`src/rtl/mc_ctrl.sv`:
```
// mc_ctrl: multi-cycle control FSM for the shared MIPS datapath.
//
// The FSM steps each instruction through FETCH / DECODE / EXEC / MEM / WB.
// This reuses one ALU and one memory port. Only the state is registered.
// Every other output is decoded combinationally from state, op, funct and zero.
// While reset is high, every write enable and both pulses (retire, illegal) are forced low.
//
// Optional feature macro: MC_CTRL_STALL_EN
//   defined   -> the mem_ready port exists, and FETCH/MEM wait for mem_ready = 1
//   undefined -> no mem_ready port; behaves as if mem_ready were tied to 1
//
// Ports:
//   clk        in   system clock, rising edge
//   reset      in   synchronous, active-high
//   op         in   IR[31:26]
//   funct      in   IR[5:0]
//   zero       in   ALU result == 0
//   mem_ready  in   memory handshake (MC_CTRL_STALL_EN only)
//   pc_we      out  PC write
//   pc_src     out  0 PC+4, 1 branch target, 2 jump target, 3 GPR[rs]
//   ir_we      out  IR write
//   reg_we     out  GPR write
//   reg_dst    out  0 rt, 1 rd, 2 $31
//   wd_sel     out  0 ALU, 1 memory data, 2 current PC
//   alu_src    out  0 GPR[rt], 1 extended immediate
//   ext_op     out  0 zero-extend, 1 sign-extend, 2 imm << 16
//   alu_op     out  0 add, 1 sub, 2 or
//   mem_we     out  memory write
//   state      out  current state encoding (FETCH 0 .. WB 4)
//   retire     out  pulse in the final cycle of each instruction
//   illegal    out  pulse in DECODE for an unsupported encoding

module mc_ctrl (
    input  logic       clk,
    input  logic       reset,
    input  logic [5:0] op,
    input  logic [5:0] funct,
    input  logic       zero,
`ifdef MC_CTRL_STALL_EN
    input  logic       mem_ready,
`endif
    output logic       pc_we,
    output logic [1:0] pc_src,
    output logic       ir_we,
    output logic       reg_we,
    output logic [1:0] reg_dst,
    output logic [1:0] wd_sel,
    output logic       alu_src,
    output logic [1:0] ext_op,
    output logic [1:0] alu_op,
    output logic       mem_we,
    output logic [2:0] state,
    output logic       retire,
    output logic       illegal
);

    typedef enum logic [2:0] {
        StFetch  = 3'd0,
        StDecode = 3'd1,
        StExec   = 3'd2,
        StMem    = 3'd3,
        StWb     = 3'd4
    } state_e;

    typedef enum logic [3:0] {
        InstrAddu,
        InstrSubu,
        InstrJr,
        InstrNop,
        InstrOri,
        InstrLw,
        InstrSw,
        InstrBeq,
        InstrLui,
        InstrJ,
        InstrJal,
        InstrIllegal
    } instr_e;

    state_e state_q;
    state_e state_d;
    instr_e instr;
    logic   mem_rdy;

    // Unconditioned enables/pulses; reset masks them at the ports.
    logic pc_we_c;
    logic ir_we_c;
    logic reg_we_c;
    logic mem_we_c;
    logic retire_c;
    logic illegal_c;

`ifdef MC_CTRL_STALL_EN
    assign mem_rdy = mem_ready;
`else
    assign mem_rdy = 1'b1;
`endif

    // Instruction class from op/funct; anything unrecognised is illegal.
    always_comb begin
        instr = InstrIllegal;
        case (op)
            6'h00: begin
                case (funct)
                    6'h21:   instr = InstrAddu;
                    6'h23:   instr = InstrSubu;
                    6'h08:   instr = InstrJr;
                    6'h00:   instr = InstrNop;
                    default: instr = InstrIllegal;
                endcase
            end
            6'h0d:   instr = InstrOri;
            6'h23:   instr = InstrLw;
            6'h2b:   instr = InstrSw;
            6'h04:   instr = InstrBeq;
            6'h0f:   instr = InstrLui;
            6'h02:   instr = InstrJ;
            6'h03:   instr = InstrJal;
            default: instr = InstrIllegal;
        endcase
    end

    always_ff @(posedge clk) begin
        if (reset) begin
            state_q <= StFetch;
        end else begin
            state_q <= state_d;
        end
    end

    always_comb begin
        state_d   = StFetch;
        pc_we_c   = 1'b0;
        pc_src    = 2'd0;
        ir_we_c   = 1'b0;
        reg_we_c  = 1'b0;
        reg_dst   = 2'd0;
        wd_sel    = 2'd0;
        alu_src   = 1'b0;
        ext_op    = 2'd0;
        alu_op    = 2'd0;
        mem_we_c  = 1'b0;
        retire_c  = 1'b0;
        illegal_c = 1'b0;

        unique case (state_q)
            StFetch: begin
                if (mem_rdy) begin
                    ir_we_c = 1'b1;
                    pc_we_c = 1'b1;
                    state_d = StDecode;
                end else begin
                    state_d = StFetch;
                end
            end

            StDecode: begin
                state_d = StFetch;
                case (instr)
                    InstrJ: begin
                        pc_we_c  = 1'b1;
                        pc_src   = 2'd2;
                        retire_c = 1'b1;
                    end
                    InstrJal: begin
                        pc_we_c  = 1'b1;
                        pc_src   = 2'd2;
                        reg_we_c = 1'b1;
                        reg_dst  = 2'd2;
                        wd_sel   = 2'd2;
                        retire_c = 1'b1;
                    end
                    InstrJr: begin
                        pc_we_c  = 1'b1;
                        pc_src   = 2'd3;
                        retire_c = 1'b1;
                    end
                    InstrNop: begin
                        retire_c = 1'b1;
                    end
                    InstrIllegal: begin
                        illegal_c = 1'b1;
                        retire_c  = 1'b1;
                    end
                    default: begin
                        state_d = StExec;
                    end
                endcase
            end

            StExec: begin
                state_d = StFetch;
                case (instr)
                    InstrBeq: begin
                        alu_op   = 2'd1;
                        pc_src   = zero ? 2'd1 : 2'd0;
                        pc_we_c  = zero;
                        retire_c = 1'b1;
                    end
                    InstrAddu: begin
                        alu_op  = 2'd0;
                        state_d = StWb;
                    end
                    InstrSubu: begin
                        alu_op  = 2'd1;
                        state_d = StWb;
                    end
                    InstrOri: begin
                        alu_op  = 2'd2;
                        alu_src = 1'b1;
                        ext_op  = 2'd0;
                        state_d = StWb;
                    end
                    InstrLui: begin
                        // The datapath forces ALU input A to zero for lui.
                        alu_op  = 2'd2;
                        alu_src = 1'b1;
                        ext_op  = 2'd2;
                        state_d = StWb;
                    end
                    InstrLw, InstrSw: begin
                        alu_op  = 2'd0;
                        alu_src = 1'b1;
                        ext_op  = 2'd1;
                        state_d = StMem;
                    end
                    default: begin
                        state_d = StFetch;
                    end
                endcase
            end

            StMem: begin
                if (!mem_rdy) begin
                    state_d = StMem;
                end else if (instr == InstrSw) begin
                    mem_we_c = 1'b1;
                    retire_c = 1'b1;
                    state_d  = StFetch;
                end else if (instr == InstrLw) begin
                    state_d = StWb;
                end else begin
                    state_d = StFetch;
                end
            end

            StWb: begin
                reg_we_c = 1'b1;
                retire_c = 1'b1;
                state_d  = StFetch;
                case (instr)
                    InstrAddu, InstrSubu: begin
                        reg_dst = 2'd1;
                        wd_sel  = 2'd0;
                    end
                    InstrLw: begin
                        reg_dst = 2'd0;
                        wd_sel  = 2'd1;
                    end
                    default: begin
                        reg_dst = 2'd0;
                        wd_sel  = 2'd0;
                    end
                endcase
            end

            default: begin
                state_d = StFetch;
            end
        endcase
    end

    assign pc_we   = pc_we_c   & ~reset;
    assign ir_we   = ir_we_c   & ~reset;
    assign reg_we  = reg_we_c  & ~reset;
    assign mem_we  = mem_we_c  & ~reset;
    assign retire  = retire_c  & ~reset;
    assign illegal = illegal_c & ~reset;
    assign state   = state_q;

endmodule

```
`config.mk`:
```
export PLATFORM = sky130hd
export DESIGN_NAME = mc_ctrl
export DESIGN_NICKNAME = d
export VERILOG_FILES = /design/src/rtl/mc_ctrl.sv
export SDC_FILE = /design/constraint.sdc
export NUM_CORES = 1
export LEC_CHECK = 0
export BUFFER_PORTS_ARGS = -buffer_cell sky130_fd_sc_hd__buf_2
export CAP_MARGIN = 40
export CELL_PAD_IN_SITES_DETAIL_PLACEMENT = 2
export CELL_PAD_IN_SITES_GLOBAL_PLACEMENT = 2
export CORE_MARGIN = 2
export CORE_UTILIZATION = 26
export DETAILED_ROUTE_END_ITERATION = 8
export PLACE_DENSITY = 0.92
export SLEW_MARGIN = 0
export SYNTH_ARGS = -nofsm -noshare
export SYNTH_HDL_FRONTEND = slang
export SYNTH_SLANG_ARGS = --single-unit
```
`constraint.sdc`:
```
create_clock -name clk -period 5.7 [get_ports clk]
set_clock_uncertainty 0.1 [all_clocks]
set_input_delay 1.14 -clock clk [delete_from_list [all_inputs] [get_ports clk]]
set_output_delay 1.14 -clock clk [all_outputs]
set_load 0.01 [all_outputs]
```
### Yosys cells after proc, flatten, opt, wreduce, memory -nomap -nowiden

Cells that the tools add are included.

* flip-flop bits (word level): 3
* input bits: 15
* output and inout bits: 20

* equality and inequality tests: 25
* muxes and demuxes: 35
* bitwise gates (word level): 7
* reduce and logical (&&, ||, !) cells: 13

Operators with widths (count)
* $pmux W4 S8: 1
* $eq A6 B6 Y1 const B: 4
* $pmux W2 S2: 6
* $eq A6 B4 Y1 const B: 3
* $eq A4 B3 Y1 const B: 4
* $eq A4 B4 Y1 const B: 4
* $mux W1: 16
* $pmux W4 S4: 1
* $eq A6 B2 Y1 const B: 2
* $logic_not A6 Y1: 2
* $pmux W3 S4: 1
* $reduce_or A2 Y1: 5
* $eq A4 B2 Y1 const B: 2
* $mux W2: 4
* $reduce_or A4 Y1: 2
* $and A1 B1 Y1: 6
* $eq A3 B2 Y1 const B: 2
* $eq A6 B3 Y1 const B: 1
* $mux W3: 2
* $pmux W3 S2: 1
* $reduce_or A5 Y1: 1
* $eq A4 B1 Y1 const B: 1
* $logic_not A4 Y1: 1
* $pmux W1 S4: 1
* 7 further kinds: 7

### Logic depth before layout (Yosys ltp)

* word-level depth: 8
* mapped depth: 7
* gate-level depth less buffers: 6

### Least setup slack after synthesis

No wires, ideal clock.

* path kind: input -> output
* from: input op[4]
* to: output pc_we
* data arrival time: 2.727 ns
* data required time: 4.460 ns
* path slack: 1.733 ns
* cell stages on the path: 7
* cells stage by stage: clkbuf_2 > nor2_1 > nand2_2 > o32ai_4 > nand2_2 > o31ai_2 > o31a_1

* cells in the longest elaborated chain, start to end: 7
* elaborated cells between the ends (all ways): 18

RTL lines
* start, declared: line 36 `input logic [5:0] op,`
* $eq A6 B2 Y1, or another cell as far along: line 102 `case (op)`
* $pmux W4 S8 *: line 102
* $eq A4 B2 Y1 / $eq A4 B4 Y1 (equally long branches): line 159 `case (instr)`
* $reduce_or A3 Y1 (no line)
* $mux W1: line 159
* $pmux W1 S3 *: line 146 `unique case (state_q)`
* $and A1 B1 Y1 *: line 273 `assign pc_we = pc_we_c & ~reset;`
* end, declared: line 42 `output logic pc_we,`

Mark *: on every way between the ends. The rest lies on a longest branch, timed or not.

### Worst setup path in the final report

* from: input op[2]
* to: output ext_op[1]

* cells in the longest elaborated chain, start to end: 6
* elaborated cells between the ends (all ways): 15

RTL lines
* $eq A6 B2 Y1, or another cell as far along: line 102
* $pmux W4 S8 *: line 102
* $eq A4 B3 Y1: line 193 `case (instr)`
* $reduce_or A2 Y1
* $pmux W2 S2 *: line 193
* $mux W2 *: line 146
* end, declared: line 49 `output logic [1:0] ext_op,`

Marked as above.

==> summary.md <==
| Metric | Value |
|---|---|
| Final period util | 0.750 |
| Post-CTS setup buffer count | 0 |
| Port Buffers | 34 |
| Area share of the largest cell type after synthesis | 0.0800 |
| Fillcell total | 351 |
| Proportion of layout cells with a drive suffix above 1 | 0.412 |
| Pre-antenna DRT Iters | 3 |
| Clock Sink Count | 3 |
| Number of global-route vias before repair | 940 |
| Yosys warns | 0 |
| Post-synth net total | 116 |
| Area after DPL | 896 um^2 |
| Metal-1 WL | 1120 um |
| CP bufs+invs | 2 |
| Initial antenna violation count | 0 |
| Post-route design area | 922 um^2 |
| Share of synthesized flip-flops with an asynchronous set or reset | 0 |
| Cell area power density | 113 nW/um^2 |
| Synth area leaders | dfxtp_1, nor3_1, nor2_1 |
| Outcome | completed |
| Vias | 871 |
| Core Rows | 19 |
| Die area | 3330 um^2 |
| Largest delay share family, worst path | simple AND/OR/NAND/NOR gates |
| DR vias/cell | 5.38 |
| CTS tree | done |
| # hold bufs at CTS | 0 |
| Residual DRC count | 0 |
| Final core occ | 0.334 |
| Slew headroom | 0.563 |
| Slew of the pin with the lowest slew margin | 0.650 ns |
| Final setup viols | 0 |
| Sequential share of the synthesized area | 0.0800 |
| Post-Synthesis Cells | 101 |
| Placer Congestion | 0.781 |
| Drt wl/cell | 15.3 um |
| Leakage | 0.387 nW |
| Starting Density | 0.272 |
| Cell variety after synth | 52 |
| Final Slew Violations | 0 |
| Post-synth top cells | nor2_1, nor3_1, nand2_1 |
| Min setup slack post-route | 1.42 ns |
| Slowest CP cell | or4b_4 |
| GRT Overall Usage | 0.159 |
| Setup TNS | 0 ns |
| Final hold vios | 0 |
| Crit-path max FO | 11 |
| Diode count | 0 |
| Hold_ws | 0.532 ns |
| Max Cap Viol | 0 |
| Unrepaired setup endpoints after global routing | false |
| Mapped Avg Cell Area | 7.43 um^2 |
| Die H | 57.7 um |
| Clock root buffer | clkbuf_4 |
| Max H-tree Level | 1 |
| Grt ovf | 0 |
| I/O pin cnt | 35 |
| Ys flop type | dfxtp_1 |
| Area Overhead vs Synth | 22.8% |
| # resized after CTS | 0 |
| Post-synth EDFFs | 0 |
| CP cell instances | buf_2, or3_1, a211oi_2, o22a_4, nand2_4, or4b_4, nor2_2, buf_2 |
| #FFs+latches synth | 3 |
| Crit path arrival time | 3.04 ns |
| Crit Path Class | primary input to output port |
| Die width | 57.7 um |
| Area of the mapped netlist | 751 um^2 |
| Skew-Pair Late Insertion Delay | 0.23 ns |
| Routed WL | 2480 um |
| Met3 WL post-DR | 86 um |
| DP HPWL | 2090 um |
| Post-route ant nets | 0 |
| Max Root-Sink Buffers | 2 |
| Crit. End Element | output port |
| Clock buffer count from CTS | 3 |
| Fmax | 0.234 GHz |
| Slowest cell delay on critical path | 0.53 ns |
| Initial DRC count | 12 |
| Cell mode on critical path | buf_2 |
| Worst vdd ir | 0.000130 V |
| Top-count cell post-synth | nor2_1 |
| Final Power | 0.104 mW |
| Hold Crit Class | register to register |
| Place WS | 1.41 ns |
| Fin crit period | 4.28 ns |
| Crit path launch type | primary input |
| Fin nets | 147 |
| Leading area contributor after synthesis | dfxtp_1 |
| Worst Path Required | 4.46 ns |
| Max FFs per register | 3 |
| Final Non-Filler Cells | 162 |
| Max layer used | met4 |
| DP Cell Count | 158 |
| First-pass GRT wire length | 4310 um |
| Core area | 2760 um^2 |
| Largest net degree at the start of global routing | 12 |
| Clock-pin slew on the worst setup and hold paths | 0.04 ns |
| Met2 wire len | 1260 um |
-- report_power, final --
part	switching [mW]	internal, mW
clock	0.0110	0.0262
combinational	0.0253	0.0177
sequential	0.00219	0.0219
total	0.0385	0.0659
-- worst paths after layout --
| kind | to | startpoint | cells past startpoint | slack [ns] |
|---|---|---|---|---|
| worst max-delay path | ext_op[1] | op[2] | 8 | 1.42 |
| worst min register to register | state[0]$_SDFF_PP0_ | state[2]$_SDFF_PP0_ | 1 | 0.53 |
| worst max register to register | state[2]$_SDFF_PP0_ | state[2]$_SDFF_PP0_ | 3 | 4.16 |
| worst min-delay path | state[0]$_SDFF_PP0_ | state[2]$_SDFF_PP0_ | 1 | 0.53 |
-- worst register-to-register path: cells and delay by family, from the launching register on --
kind | cells | cell delay, ns
flops | 1 | 0.39
compound gates | 1 | 0.19
simple gates | 2 | 0.77
-- metal layers --
metal	track usage	vias up
met2	0.284	16
met4	0.0399	0
met5	0	-
met3	0.0223	2
li1	-	438
met1	0.199	415
-- kinds of logic (layout without fill, tap and decap cells) --
logic type | count (synthesis) | after routing | share of synthesized area
simple gates | 55 | 55 | 0.425
compound gates | 26 | 26 | 0.338
buf+inv | 13 | 43 | 0.110
xor+xnor | 4 | 4 | 0.0467
flops | 3 | 3 | 0.0800
-- placed cells by master, fill, tap and decap left out, types with 2 or more instances in the layout --
cell	count
dfxtp_1	3
nand3_1	6
nand2_2	2
o21a_1	2
nor3_1	9
nor2_1	12
and3b_1	2
nand3b_1	2
o21ai_0	2
xnor2_1	3
buf_2	34
inv_1	5
nand2_1	7
or3_1	2
a211o_1	2
a211oi_1	3
clkbuf_4	3
-- final cells by class --
class,count,area (um^2),area share
sequential,3,60.1,0.0651
clock buffer,4,26.3,0.0285
multi-input combinational,85,608,0.659
timing repair buffer,34,170,0.185
tap,31,38.8,0.0421
inverter,5,18.8,0.0204
No activity file was read; power rests on OpenSTA's default activity.
